## src/rtl/alu_regfile_pkg.sv

```systemverilog
// Shared definitions for the register-mapped ALU.
//   - register map addresses (ADDR_OPA .. ADDR_RES_HI, first general-purpose slot)
//   - STATUS bit positions
//   - opcode and FSM state enums
package alu_regfile_pkg;

    localparam int unsigned ADDR_OPA    = 0;
    localparam int unsigned ADDR_OPB    = 1;
    localparam int unsigned ADDR_OP     = 2;
    localparam int unsigned ADDR_CTRL   = 3;
    localparam int unsigned ADDR_STATUS = 4;
    localparam int unsigned ADDR_RES_LO = 5;
    localparam int unsigned ADDR_RES_HI = 6;
    localparam int unsigned ADDR_GP     = 7;

    localparam int unsigned STAT_BUSY    = 0;
    localparam int unsigned STAT_DONE    = 1;
    localparam int unsigned STAT_DIV0    = 2;
    localparam int unsigned STAT_ILLEGAL = 3;

    typedef enum logic [2:0] {
        OP_CLR = 3'd0,
        OP_ADD = 3'd1,
        OP_SUB = 3'd2,
        OP_MUL = 3'd3,
        OP_DIV = 3'd4,
        OP_AND = 3'd5,
        OP_OR  = 3'd6,
        OP_XOR = 3'd7
    } opcode_e;

    typedef enum logic [1:0] {
        ST_IDLE,
        ST_EXEC,
        ST_DIV,
        ST_DONE
    } state_e;

endpackage

```

## src/rtl/alu_regfile_if.sv

```systemverilog
// Register-access bus of alu_regfile.
//   enable   access strobe, one access per cycle
//   rd_wr    1 = read, 0 = write
//   addr     register address
//   wr_data  write data
//   rd_data  registered read data
//   res_out  registered 2*DATA_WIDTH result
//   busy     mirrors STATUS.BUSY
//   done     mirrors STATUS.DONE
interface alu_regfile_if #(
    parameter int unsigned DATA_WIDTH = 8,
    parameter int unsigned ADDR_WIDTH = 3
);
    logic                    enable;
    logic                    rd_wr;
    logic [ADDR_WIDTH-1:0]   addr;
    logic [DATA_WIDTH-1:0]   wr_data;
    logic [DATA_WIDTH-1:0]   rd_data;
    logic [2*DATA_WIDTH-1:0] res_out;
    logic                    busy;
    logic                    done;

    modport master (
        output enable, rd_wr, addr, wr_data,
        input  rd_data, res_out, busy, done
    );

    modport slave (
        input  enable, rd_wr, addr, wr_data,
        output rd_data, res_out, busy, done
    );
endinterface

```

## src/rtl/alu_seq_divider.sv

```systemverilog
// W-cycle unsigned restoring divider, compiled only when ALU_DIV_EN is defined.
//   clk, rst            clock, asynchronous active-low reset
//   start               load operands and begin (one-cycle pulse)
//   dividend, divisor   operands sampled with start (divisor must be non-zero)
//   quotient, remainder result, stable once valid has pulsed
//   valid               one-cycle pulse after the W-th iteration
`ifdef ALU_DIV_EN
module alu_seq_divider #(
    parameter int unsigned W = 8
) (
    input  logic         clk,
    input  logic         rst,
    input  logic         start,
    input  logic [W-1:0] dividend,
    input  logic [W-1:0] divisor,
    output logic [W-1:0] quotient,
    output logic [W-1:0] remainder,
    output logic         valid
);
    localparam int unsigned CW = $clog2(W + 1);

    logic [W-1:0]  quo_q, rem_q, dvs_q;
    logic [CW-1:0] cnt_q;
    logic          valid_q;
    logic [W:0]    shifted;
    logic          fits;

    // Partial remainder shifted left with the next dividend bit brought in.
    assign shifted = {rem_q, quo_q[W-1]};
    assign fits    = (shifted >= {1'b0, dvs_q});

    always_ff @(posedge clk or negedge rst) begin
        if (!rst) begin
            quo_q   <= '0;
            rem_q   <= '0;
            dvs_q   <= '0;
            cnt_q   <= '0;
            valid_q <= 1'b0;
        end else if (start) begin
            quo_q   <= dividend;
            rem_q   <= '0;
            dvs_q   <= divisor;
            cnt_q   <= CW'(W);
            valid_q <= 1'b0;
        end else if (cnt_q != '0) begin
            // After a successful subtract the remainder is below the divisor,
            // so it always fits back into W bits.
            rem_q   <= fits ? W'(shifted - {1'b0, dvs_q}) : shifted[W-1:0];
            quo_q   <= {quo_q[W-2:0], fits};
            cnt_q   <= cnt_q - 1'b1;
            valid_q <= (cnt_q == CW'(1));
        end else begin
            valid_q <= 1'b0;
        end
    end

    assign quotient  = quo_q;
    assign remainder = rem_q;
    assign valid     = valid_q;
endmodule
`endif

```

## src/rtl/alu_regfile.sv

```systemverilog
// Register-mapped ALU with a 2^ADDR_WIDTH word register file and status flags.
//   clk   clock, rising edge
//   rst   asynchronous active-low reset
//   bus   alu_regfile_if.slave: enable/rd_wr/addr/wr_data in,
//         rd_data/res_out/busy/done out
// Build option: define ALU_DIV_EN to include the multi-cycle divider for
// opcode 4; without it opcode 4 completes in one cycle and flags ILLEGAL.
module alu_regfile
    import alu_regfile_pkg::*;
#(
    parameter int unsigned DATA_WIDTH = 8,
    parameter int unsigned ADDR_WIDTH = 3
) (
    input logic          clk,
    input logic          rst,
    alu_regfile_if.slave bus
);
    localparam int unsigned DEPTH = 1 << ADDR_WIDTH;
    localparam int unsigned RW    = 2 * DATA_WIDTH;

    localparam logic [ADDR_WIDTH-1:0] A_OPA    = ADDR_WIDTH'(ADDR_OPA);
    localparam logic [ADDR_WIDTH-1:0] A_OPB    = ADDR_WIDTH'(ADDR_OPB);
    localparam logic [ADDR_WIDTH-1:0] A_OP     = ADDR_WIDTH'(ADDR_OP);
    localparam logic [ADDR_WIDTH-1:0] A_CTRL   = ADDR_WIDTH'(ADDR_CTRL);
    localparam logic [ADDR_WIDTH-1:0] A_STATUS = ADDR_WIDTH'(ADDR_STATUS);
    localparam logic [ADDR_WIDTH-1:0] A_RES_LO = ADDR_WIDTH'(ADDR_RES_LO);
    localparam logic [ADDR_WIDTH-1:0] A_RES_HI = ADDR_WIDTH'(ADDR_RES_HI);
    localparam logic [ADDR_WIDTH-1:0] A_GP     = ADDR_WIDTH'(ADDR_GP);

    state_e                state, state_next;
    logic [DATA_WIDTH-1:0] mem [DEPTH];
    opcode_e               op_q, lat_op;
    logic [DATA_WIDTH-1:0] lat_a, lat_b, rd_q, rd_mux;
    logic [RW-1:0]         res_q, alu_res, res_next;
    logic                  busy_q, done_q, div0_q, illegal_q;
    logic                  wr_en, rd_en, start_req, start_ok, load_res, exec_done;
    logic                  div0_hit, illegal_hit;

    assign wr_en     = bus.enable && !bus.rd_wr;
    assign rd_en     = bus.enable &&  bus.rd_wr;
    assign start_req = wr_en && (bus.addr == A_CTRL) && bus.wr_data[0];

`ifdef ALU_DIV_EN
    logic                  div_start, div_valid;
    logic [DATA_WIDTH-1:0] div_quo, div_rem;

    alu_seq_divider #(.W(DATA_WIDTH)) u_div (
        .clk       (clk),
        .rst       (rst),
        .start     (div_start),
        .dividend  (mem[A_OPA]),
        .divisor   (mem[A_OPB]),
        .quotient  (div_quo),
        .remainder (div_rem),
        .valid     (div_valid)
    );

    assign res_next = (state == ST_DIV) ? {div_rem, div_quo} : alu_res;
`else
    assign res_next = alu_res;
`endif

    always_ff @(posedge clk or negedge rst) begin
        if (!rst) state <= ST_IDLE;
        else      state <= state_next;
    end

    // DONE behaves like IDLE for one cycle so a START right after completion
    // is accepted without a dead cycle.
    always_comb begin
        state_next = state;
        start_ok   = 1'b0;
        load_res   = 1'b0;
        exec_done  = 1'b0;
`ifdef ALU_DIV_EN
        div_start  = 1'b0;
`endif
        unique case (state)
            ST_IDLE, ST_DONE: begin
                state_next = ST_IDLE;
                if (start_req) begin
                    start_ok   = 1'b1;
                    state_next = ST_EXEC;
`ifdef ALU_DIV_EN
                    if (op_q == OP_DIV && mem[A_OPB] != '0) begin
                        state_next = ST_DIV;
                        div_start  = 1'b1;
                    end
`endif
                end
            end
            ST_EXEC: begin
                load_res   = 1'b1;
                exec_done  = 1'b1;
                state_next = ST_DONE;
            end
            ST_DIV: begin
`ifdef ALU_DIV_EN
                if (div_valid) begin
                    load_res   = 1'b1;
                    state_next = ST_DONE;
                end
`else
                state_next = ST_IDLE;
`endif
            end
            default: state_next = ST_IDLE;
        endcase
    end

    // Single-cycle operations; in EXEC a divide always means divisor zero
    // (or no divider built).
    always_comb begin
        alu_res     = res_q;
        div0_hit    = 1'b0;
        illegal_hit = 1'b0;
        unique case (lat_op)
            OP_CLR: alu_res = '0;
            OP_ADD: alu_res = RW'(lat_a) + RW'(lat_b);
            OP_SUB: alu_res = RW'(lat_a) - RW'(lat_b);
            OP_MUL: alu_res = RW'(lat_a) * RW'(lat_b);
            OP_DIV: begin
`ifdef ALU_DIV_EN
                alu_res  = '1;
                div0_hit = 1'b1;
`else
                illegal_hit = 1'b1;
`endif
            end
            OP_AND: alu_res = RW'(lat_a & lat_b);
            OP_OR:  alu_res = RW'(lat_a | lat_b);
            OP_XOR: alu_res = RW'(lat_a ^ lat_b);
            default: alu_res = res_q;
        endcase
    end

    always_comb begin
        rd_mux = '0;
        case (bus.addr)
            A_OP:     rd_mux = DATA_WIDTH'(op_q);
            A_CTRL:   rd_mux = '0;
            A_STATUS: begin
                rd_mux[STAT_BUSY]    = busy_q;
                rd_mux[STAT_DONE]    = done_q;
                rd_mux[STAT_DIV0]    = div0_q;
                rd_mux[STAT_ILLEGAL] = illegal_q;
            end
            A_RES_LO: rd_mux = res_q[DATA_WIDTH-1:0];
            A_RES_HI: rd_mux = res_q[RW-1:DATA_WIDTH];
            default:  rd_mux = mem[bus.addr];
        endcase
    end

    always_ff @(posedge clk or negedge rst) begin
        if (!rst) begin
            for (int unsigned i = 0; i < DEPTH; i++) mem[i] <= '1;
            op_q      <= OP_XOR;
            lat_op    <= OP_XOR;
            lat_a     <= '1;
            lat_b     <= '1;
            res_q     <= '0;
            rd_q      <= '0;
            busy_q    <= 1'b0;
            done_q    <= 1'b0;
            div0_q    <= 1'b0;
            illegal_q <= 1'b0;
        end else begin
            if (wr_en) begin
                case (bus.addr)
                    A_OPA, A_OPB: mem[bus.addr] <= bus.wr_data;
                    A_OP:         op_q <= opcode_e'(bus.wr_data[2:0]);
                    default:      if (bus.addr >= A_GP) mem[bus.addr] <= bus.wr_data;
                endcase
            end

            // Completion outranks a concurrent W1C so DONE is never lost.
            if (start_ok) begin
                lat_a     <= mem[A_OPA];
                lat_b     <= mem[A_OPB];
                lat_op    <= op_q;
                busy_q    <= 1'b1;
                done_q    <= 1'b0;
                div0_q    <= 1'b0;
                illegal_q <= 1'b0;
            end else if (load_res) begin
                res_q  <= res_next;
                busy_q <= 1'b0;
                done_q <= 1'b1;
                if (exec_done) begin
                    div0_q    <= div0_hit;
                    illegal_q <= illegal_hit;
                end
            end else if (wr_en && bus.addr == A_STATUS && bus.wr_data[STAT_DONE]) begin
                done_q <= 1'b0;
            end

            if (rd_en) rd_q <= rd_mux;
        end
    end

    assign bus.rd_data = rd_q;
    assign bus.res_out = res_q;
    assign bus.busy    = busy_q;
    assign bus.done    = done_q;
endmodule
```

## src/flat_wrapper.sv

```systemverilog
// flat-port wrapper written by rule: the top's interface ports become plain ports
module alu_regfile_flat import alu_regfile_pkg::*;
#(
    parameter int unsigned DATA_WIDTH = 8,
    parameter int unsigned ADDR_WIDTH = 3
)
  (clk, rst, bus_enable, bus_rd_wr, bus_addr, bus_wr_data, bus_rd_data, bus_res_out, bus_busy, bus_done);
  alu_regfile_if #(.DATA_WIDTH(DATA_WIDTH), .ADDR_WIDTH(ADDR_WIDTH)) bus_i ();
  input logic clk;
  input logic rst;
  input wire logic [$bits(bus_i.enable)-1:0] bus_enable;
  input wire logic [$bits(bus_i.rd_wr)-1:0] bus_rd_wr;
  input wire logic [$bits(bus_i.addr)-1:0] bus_addr;
  input wire logic [$bits(bus_i.wr_data)-1:0] bus_wr_data;
  output wire logic [$bits(bus_i.rd_data)-1:0] bus_rd_data;
  output wire logic [$bits(bus_i.res_out)-1:0] bus_res_out;
  output wire logic [$bits(bus_i.busy)-1:0] bus_busy;
  output wire logic [$bits(bus_i.done)-1:0] bus_done;
  assign bus_i.enable = bus_enable;
  assign bus_i.rd_wr = bus_rd_wr;
  assign bus_i.addr = bus_addr;
  assign bus_i.wr_data = bus_wr_data;
  assign bus_rd_data = bus_i.rd_data;
  assign bus_res_out = bus_i.res_out;
  assign bus_busy = bus_i.busy;
  assign bus_done = bus_i.done;
  alu_regfile #(.DATA_WIDTH(DATA_WIDTH), .ADDR_WIDTH(ADDR_WIDTH)) u_core (.clk(clk), .rst(rst), .bus(bus_i));
endmodule
```

## config.mk

```make
export PLATFORM = sky130hd
export DESIGN_NAME = alu_regfile_flat
export DESIGN_NICKNAME = d
export VERILOG_FILES = /design/src/rtl/alu_regfile_pkg.sv /design/src/rtl/alu_regfile_if.sv /design/src/rtl/alu_seq_divider.sv /design/src/rtl/alu_regfile.sv /design/src/flat_wrapper.sv
export SDC_FILE = /design/constraint.sdc
export NUM_CORES = 1
export LEC_CHECK = 0
export BUFFER_PORTS_ARGS = -buffer_cell sky130_fd_sc_hd__buf_4
export CAP_MARGIN = 10
export CORE_ASPECT_RATIO = 1.25
export CORE_MARGIN = 5
export CORE_UTILIZATION = 35
export DETAILED_ROUTE_END_ITERATION = 10
export HOLD_SLACK_MARGIN = 0.03
export PLACE_DENSITY = 0.6
export REMOVE_ABC_BUFFERS = 1
export SETUP_SLACK_MARGIN = 0.15
export SLEW_MARGIN = 10
export SYNTH_ARGS = -nofsm -noshare
export SYNTH_HDL_FRONTEND = slang
export SYNTH_SLANG_ARGS = --single-unit
```

## constraint.sdc

```tcl
create_clock -name clk -period 5.4 [get_ports clk]
set_input_delay 0.81 -clock clk [delete_from_list [all_inputs] [get_ports clk]]
set_output_delay 0.81 -clock clk [all_outputs]
set_load 0.005 [all_outputs]
```

==> out/metrics.csv, run 1 <==
metric,value,unit
status,"finished, final reports clean",
grt_max_degree,76,
h-tree-depth,3,
die_x,130,um
slew_headroom,0.356,
r2r_setup_slack,420,ps
worst_hold_path_type,flop to flop,
filler_cell_count,1803,
drv_cap,0,
drcViolationCount,0,
holdPathStages,2,
cts_tree,yes,
reg2reg_depth,14,
path_class,flop to flop,
holdWs,470,ps
synth_top_area_share,0.190,
wire_per_inst,18.3,um
ys_warn_count,0,
tightest_slew,964,ps
initial_utilization,0.353,
syn_to_final_growth,13.3,%
async_flop_share,1.00,
stdcell_area,7200,um^2
synthCells,680,
slew_violations,0,
grt.overflow.total,0,
finalHoldViolations,0,
place_area,6890,um^2
ant_nets,0,
synth.distinct_cells,62,
grt_pass1_wl,28400,um
setup_viol,0,
dp.cells,929,
post_cts_buffers,0,
synth_common_cells,"nor2_1, inv_1, nand2_1",
final_cells,945,
synth_edf_count,0,
dr.pass1.iters,5,
syn_avg_cell_area,9.34,um^2
grt_pass1_vias,5251,
startpoint_type,flop,
ios,41,
clkSlewWorstSetupHoldPaths,70,ps
clk_latency,340,ps
synth_area,6350,um^2
die_h,161,um
cp-end-kind,flop,
dieArea,20900,um^2
hpwl,13100,um
crit_top_cell,fa_1,
yosys.area.top_type,dfstp_2,
via_per_inst,5.39,
yosys_register_bits,75,
place_congestion,0.928,
synth_most_common_cell,nor2_1,
cp_cell_sequence,"clkinv_1, nor2_1, fa_1, fa_1, fa_1, inv_1, fa_1, inv_1, ha_1, or4_1, o22a_2, a311oi_2, xnor2_1, a221o_1",
cts_buffer_depth,2,
crit_fanout,8,
rows,55,
final_nets,826,
fmax,201,MHz
worstPathArrival,5200,ps
synth_seq_area_share,0.305,
antenna_found_initial,0,
numCtsBuffers,9,
clkSinkCount,75,
slowest_delay,600,ps
layout-drive-gt1-share,0.213,
coreArea,18000,um^2
antennaDiodeCount,0,
slowest_stage,dfstp_2,
num_vias,5089,
drtIter0Drc,379,
rsz0062_at_grt,false,
tns,0,ps
fin_crit,4980,ps
cts_root_buffer,clkbuf_16,
grt_use_total,0.169,
post-route-period-util,0.922,
port-buffer-count,40,
postCtsHoldBufs,0,
yosys-top-cells-area,"dfstp_2, ha_1, fa_1",
synth_flop_cell,dfstp_2,
critical_path_required,5620,ps
wl,17300,um
finClkSkew,9.34,ps
[sequential cells by signal (all words and copies together), names as in the netlist]
signal              flops
u_core.bus.res_out     16
u_core.bus.busy         1
u_core.op_q             3
u_core.lat_a            8
u_core.lat_b            8
u_core.lat_op           3
u_core.illegal_q        1
u_core.bus.rd_data      8
u_core.bus.done         1
u_core.state            2
u_core.mem             24
[per-layer routing]
layer,GRT usage,share of wire,up-vias
met5,0,0,-
met4,0.0468,0.015,0
met3,0.0230,0.037,20
met2,0.287,0.51,120
met1,0.225,0.44,2533
li1,-,-,2416
[final cells by class]
cell class / count / area (um^2) / area share
flip-flops and latches: 75 / 1930 / 0.269
multi-input cells: 498 / 4000 / 0.556
inverters: 79 / 297 / 0.0412
repair buffers: 49 / 368 / 0.0511
well taps: 228 / 285 / 0.0396
clock buffers: 10 / 239 / 0.0332
clock inverters: 6 / 71.3 / 0.00991
[critical path: cells and delay by family (launching register included)]
kind            cells  cell delay [ps]
compound gates      3              820
fa+ha+maj           5             2260
buf+inv             3              340
flops               1              600
simple gates        2              750
xor+xnor            1              100
[through the flow]
step | utilization | setup slack (ps)
after floorplan | - | 680
after global placement | 0.383 | 391
after detailed placement | 0.383 | 363
after CTS | 0.401 | 355
after global routing | 0.401 | 185
final | 0.401 | 421
[cells by family after synthesis]
kind of cell               count (synthesis)  synth area share
xor gates and xnor gates                  12            0.0166
muxes                                     49            0.0840
and+or+nand+nor                          186             0.132
AOI/OAI and AO/OA                        152             0.158
DFF                                       75             0.305
adders and majority gates                 99             0.240
buffers and inverters                    107            0.0650
[cells in the final DEF, fill, tap and decap left out, types with 3 or more instances in the layout]
| cell type | count |
|---|---|
| a211oi_1 | 3 |
| a21o_1 | 5 |
| a21oi_1 | 30 |
| a221o_1 | 10 |
| a221oi_1 | 5 |
| a22oi_1 | 8 |
| a31oi_1 | 8 |
| and3_1 | 3 |
| buf_4 | 49 |
| clkbuf_16 | 9 |
| clkinv_1 | 11 |
| dfrtp_1 | 29 |
| dfstp_2 | 46 |
| fa_1 | 38 |
| ha_1 | 61 |
| inv_1 | 68 |
| mux2_2 | 34 |
| mux2i_1 | 15 |
| nand2_1 | 65 |
| nand2b_1 | 6 |
| nand3_1 | 11 |
| nor2_1 | 72 |
| nor2b_1 | 4 |
| nor3_1 | 9 |
| nor3b_1 | 3 |
| o21ai_0 | 47 |
| o21bai_1 | 4 |
| o22ai_1 | 4 |
| xnor2_1 | 6 |
| xor2_1 | 6 |
[repair_timing]
action                                  4_1_cts  5_1_grt
endpoints found under the setup margin        0        1
endpoints found under the hold margin         0        0
resized for setup                             0        1
[worst paths after layout]
| kind | startpoint | to |
|---|---|---|
| worst max-delay path | u_core.lat_a[1]$_DFFE_PN1P_ | u_core.bus.res_out[12]$_DFFE_PN0P_ |
| worst min register to register | u_core.op_q[0]$_DFFE_PN1P_ | u_core.lat_op[0]$_DFFE_PN1P_ |
| worst max register to register | u_core.lat_a[1]$_DFFE_PN1P_ | u_core.bus.res_out[12]$_DFFE_PN0P_ |
| min in group asynchronous | rst | u_core.bus.rd_data[6]$_DFFE_PN0P_ |
| worst min-delay path | u_core.op_q[0]$_DFFE_PN1P_ | u_core.lat_op[0]$_DFFE_PN1P_ |
| max in group asynchronous | rst | u_core.bus.res_out[1]$_DFFE_PN0P_ |
Power of run 1 is left out: the tool's default activity adds up to more than one toggle a clock period on the data nets, which glitch-free logic cannot reach.
==> run 2: changes to the inputs <==
- RECOVER_POWER: default -> 50
==> out/metrics.csv, run 2 (synthesis gave the netlist of run 1 again) <==
metric,value,unit
slew_violations,107,
grt_max_degree,76,
dr.pass1.iters,5,
final_cell_mix,"nor2_1, inv_1, nand2_1",
hpwl,13100,um
cp_cell_sequence,"clkinv_1, nor2_1, fa_1, fa_1, fa_1, inv_1, fa_1, inv_1, ha_1, or4_1, o22a_2, a311oi_2, xnor2_1, a221o_1",
h-tree-depth,3,
filler_cell_count,1805,
ant_nets,0,
final_nets,826,
via_per_inst,5.40,
cts_buffer_depth,2,
post-route-period-util,0.925,
crit_start,u_core.lat_a[1]$_DFFE_PN1P_,
rows,55,
setup_viol,0,
largest_register_ffs,24,
rsz0062_at_grt,false,
r2r_setup_slack,410,ps
crit_fanout,8,
numCtsBuffers,9,
slew_headroom,-1.71,
wire_per_inst,18.3,um
port-buffer-count,40,
place_congestion,0.928,
crit_top_cell,fa_1,
slowest_stage,dfstp_2,
holdPathStages,2,
drcViolationCount,0,
tns,0,ps
status,"finished, violations left",
syn_to_final_growth,13.0,%
antennaDiodeCount,0,
worst_hold_path_type,flop to flop,
clkSinkCount,75,
clkSlewWorstSetupHoldPaths,70,ps
timing.rr.end,u_core.bus.res_out[12]$_DFFE_PN0P_,
grt.overflow.total,0,
fin_crit,4990,ps
num_vias,5107,
fmax,200,MHz
clk_latency,340,ps
worstPathArrival,5220,ps
post_cts_buffers,0,
layout-drive-gt1-share,0.209,
die_h,161,um
wl,17300,um
dieArea,20900,um^2
path_class,flop to flop,
critical_path_required,5620,ps
cp-end-kind,flop,
cts_root_buffer,clkbuf_16,
antenna_found_initial,0,
reg2reg_from,u_core.lat_a[1]$_DFFE_PN1P_,
finClkSkew,9.50,ps
postCtsHoldBufs,0,
grt_pass1_wl,28400,um
startpoint_type,flop,
reg2reg_depth,14,
coreArea,18000,um^2
regMostFlops,u_core.mem,
final_common_cell,nor2_1,
cts_tree,yes,
die_x,130,um
ios,41,
tightest_slew,4060,ps
violations,"max-capacitance violations, max-slew violations",
slowest_delay,600,ps
finalHoldViolations,0,
initial_utilization,0.353,
grt_pass1_vias,5251,
cts_resized,0,
drtIter0Drc,376,
drv_cap,2,
grt_use_total,0.169,
crit_end,u_core.bus.res_out[12]$_DFFE_PN0P_,
run 2: metal layers:
metal / vias up / GRT usage / share of wire / wire length [um]
met4: 0 / 0.0468 / 0.015 / 265
met5: - / 0 / 0 / 0
met1: 2548 / 0.225 / 0.44 / 7570
met3: 19 / 0.0230 / 0.038 / 653
li1: 2414 / - / - / -
met2: 126 / 0.287 / 0.51 / 8770
run 2: worst min path at each step:
| stage | startpoint | to | slack (ps) |
|---|---|---|---|
| CTS | u_core.op_q[0]$_DFFE_PN1P_ | u_core.lat_op[0]$_DFFE_PN1P_ | 470 |
| global placement | u_core.op_q[0]$_DFFE_PN1P_ | u_core.lat_op[0]$_DFFE_PN1P_ | 460 |
| global route | u_core.op_q[0]$_DFFE_PN1P_ | u_core.lat_op[0]$_DFFE_PN1P_ | 480 |
| detailed placement | u_core.op_q[0]$_DFFE_PN1P_ | u_core.lat_op[0]$_DFFE_PN1P_ | 460 |
| finish | u_core.op_q[0]$_DFFE_PN1P_ | u_core.lat_op[0]$_DFFE_PN1P_ | 470 |
| floorplan | u_core.op_q[1]$_DFFE_PN1P_ | u_core.lat_op[1]$_DFFE_PN1P_ | 440 |
run 2: metrics by stage:
step	setup WS [ps]	utilization	std cells	instance area, um^2	hold slack (ps)
3_5_place_dp	363	0.383	929	6890	455
6_report	405	0.399	945	7170	470
5_1_grt	185	0.399	945	7170	478
4_1_cts	355	0.401	945	7200	467
3_3_place_gp	391	0.383	929	6890	455
2_1_floorplan	680	-	652	6230	440
run 2: layout make-up:
class | count | area (um^2) | area share
clock buffers | 10 | 239 | 0.0333
clock inverters | 6 | 71.3 | 0.00994
inverters | 79 | 297 | 0.0413
multi-input cells | 498 | 3990 | 0.556
flip-flops and latches | 75 | 1930 | 0.270
well taps | 228 | 285 | 0.0398
repair buffers | 49 | 360 | 0.0502
run 2: critical path: cells and delay by family (launching register included):
family / cells / cell delay [ps]
AOI/OAI and AO/OA: 3 / 820
xor gates and xnor gates: 1 / 100
adders and majority gates: 5 / 2270
buffers and inverters: 3 / 340
DFF: 1 / 600
and+or+nand+nor: 2 / 760
Power of run 2 is left out for the same reason.
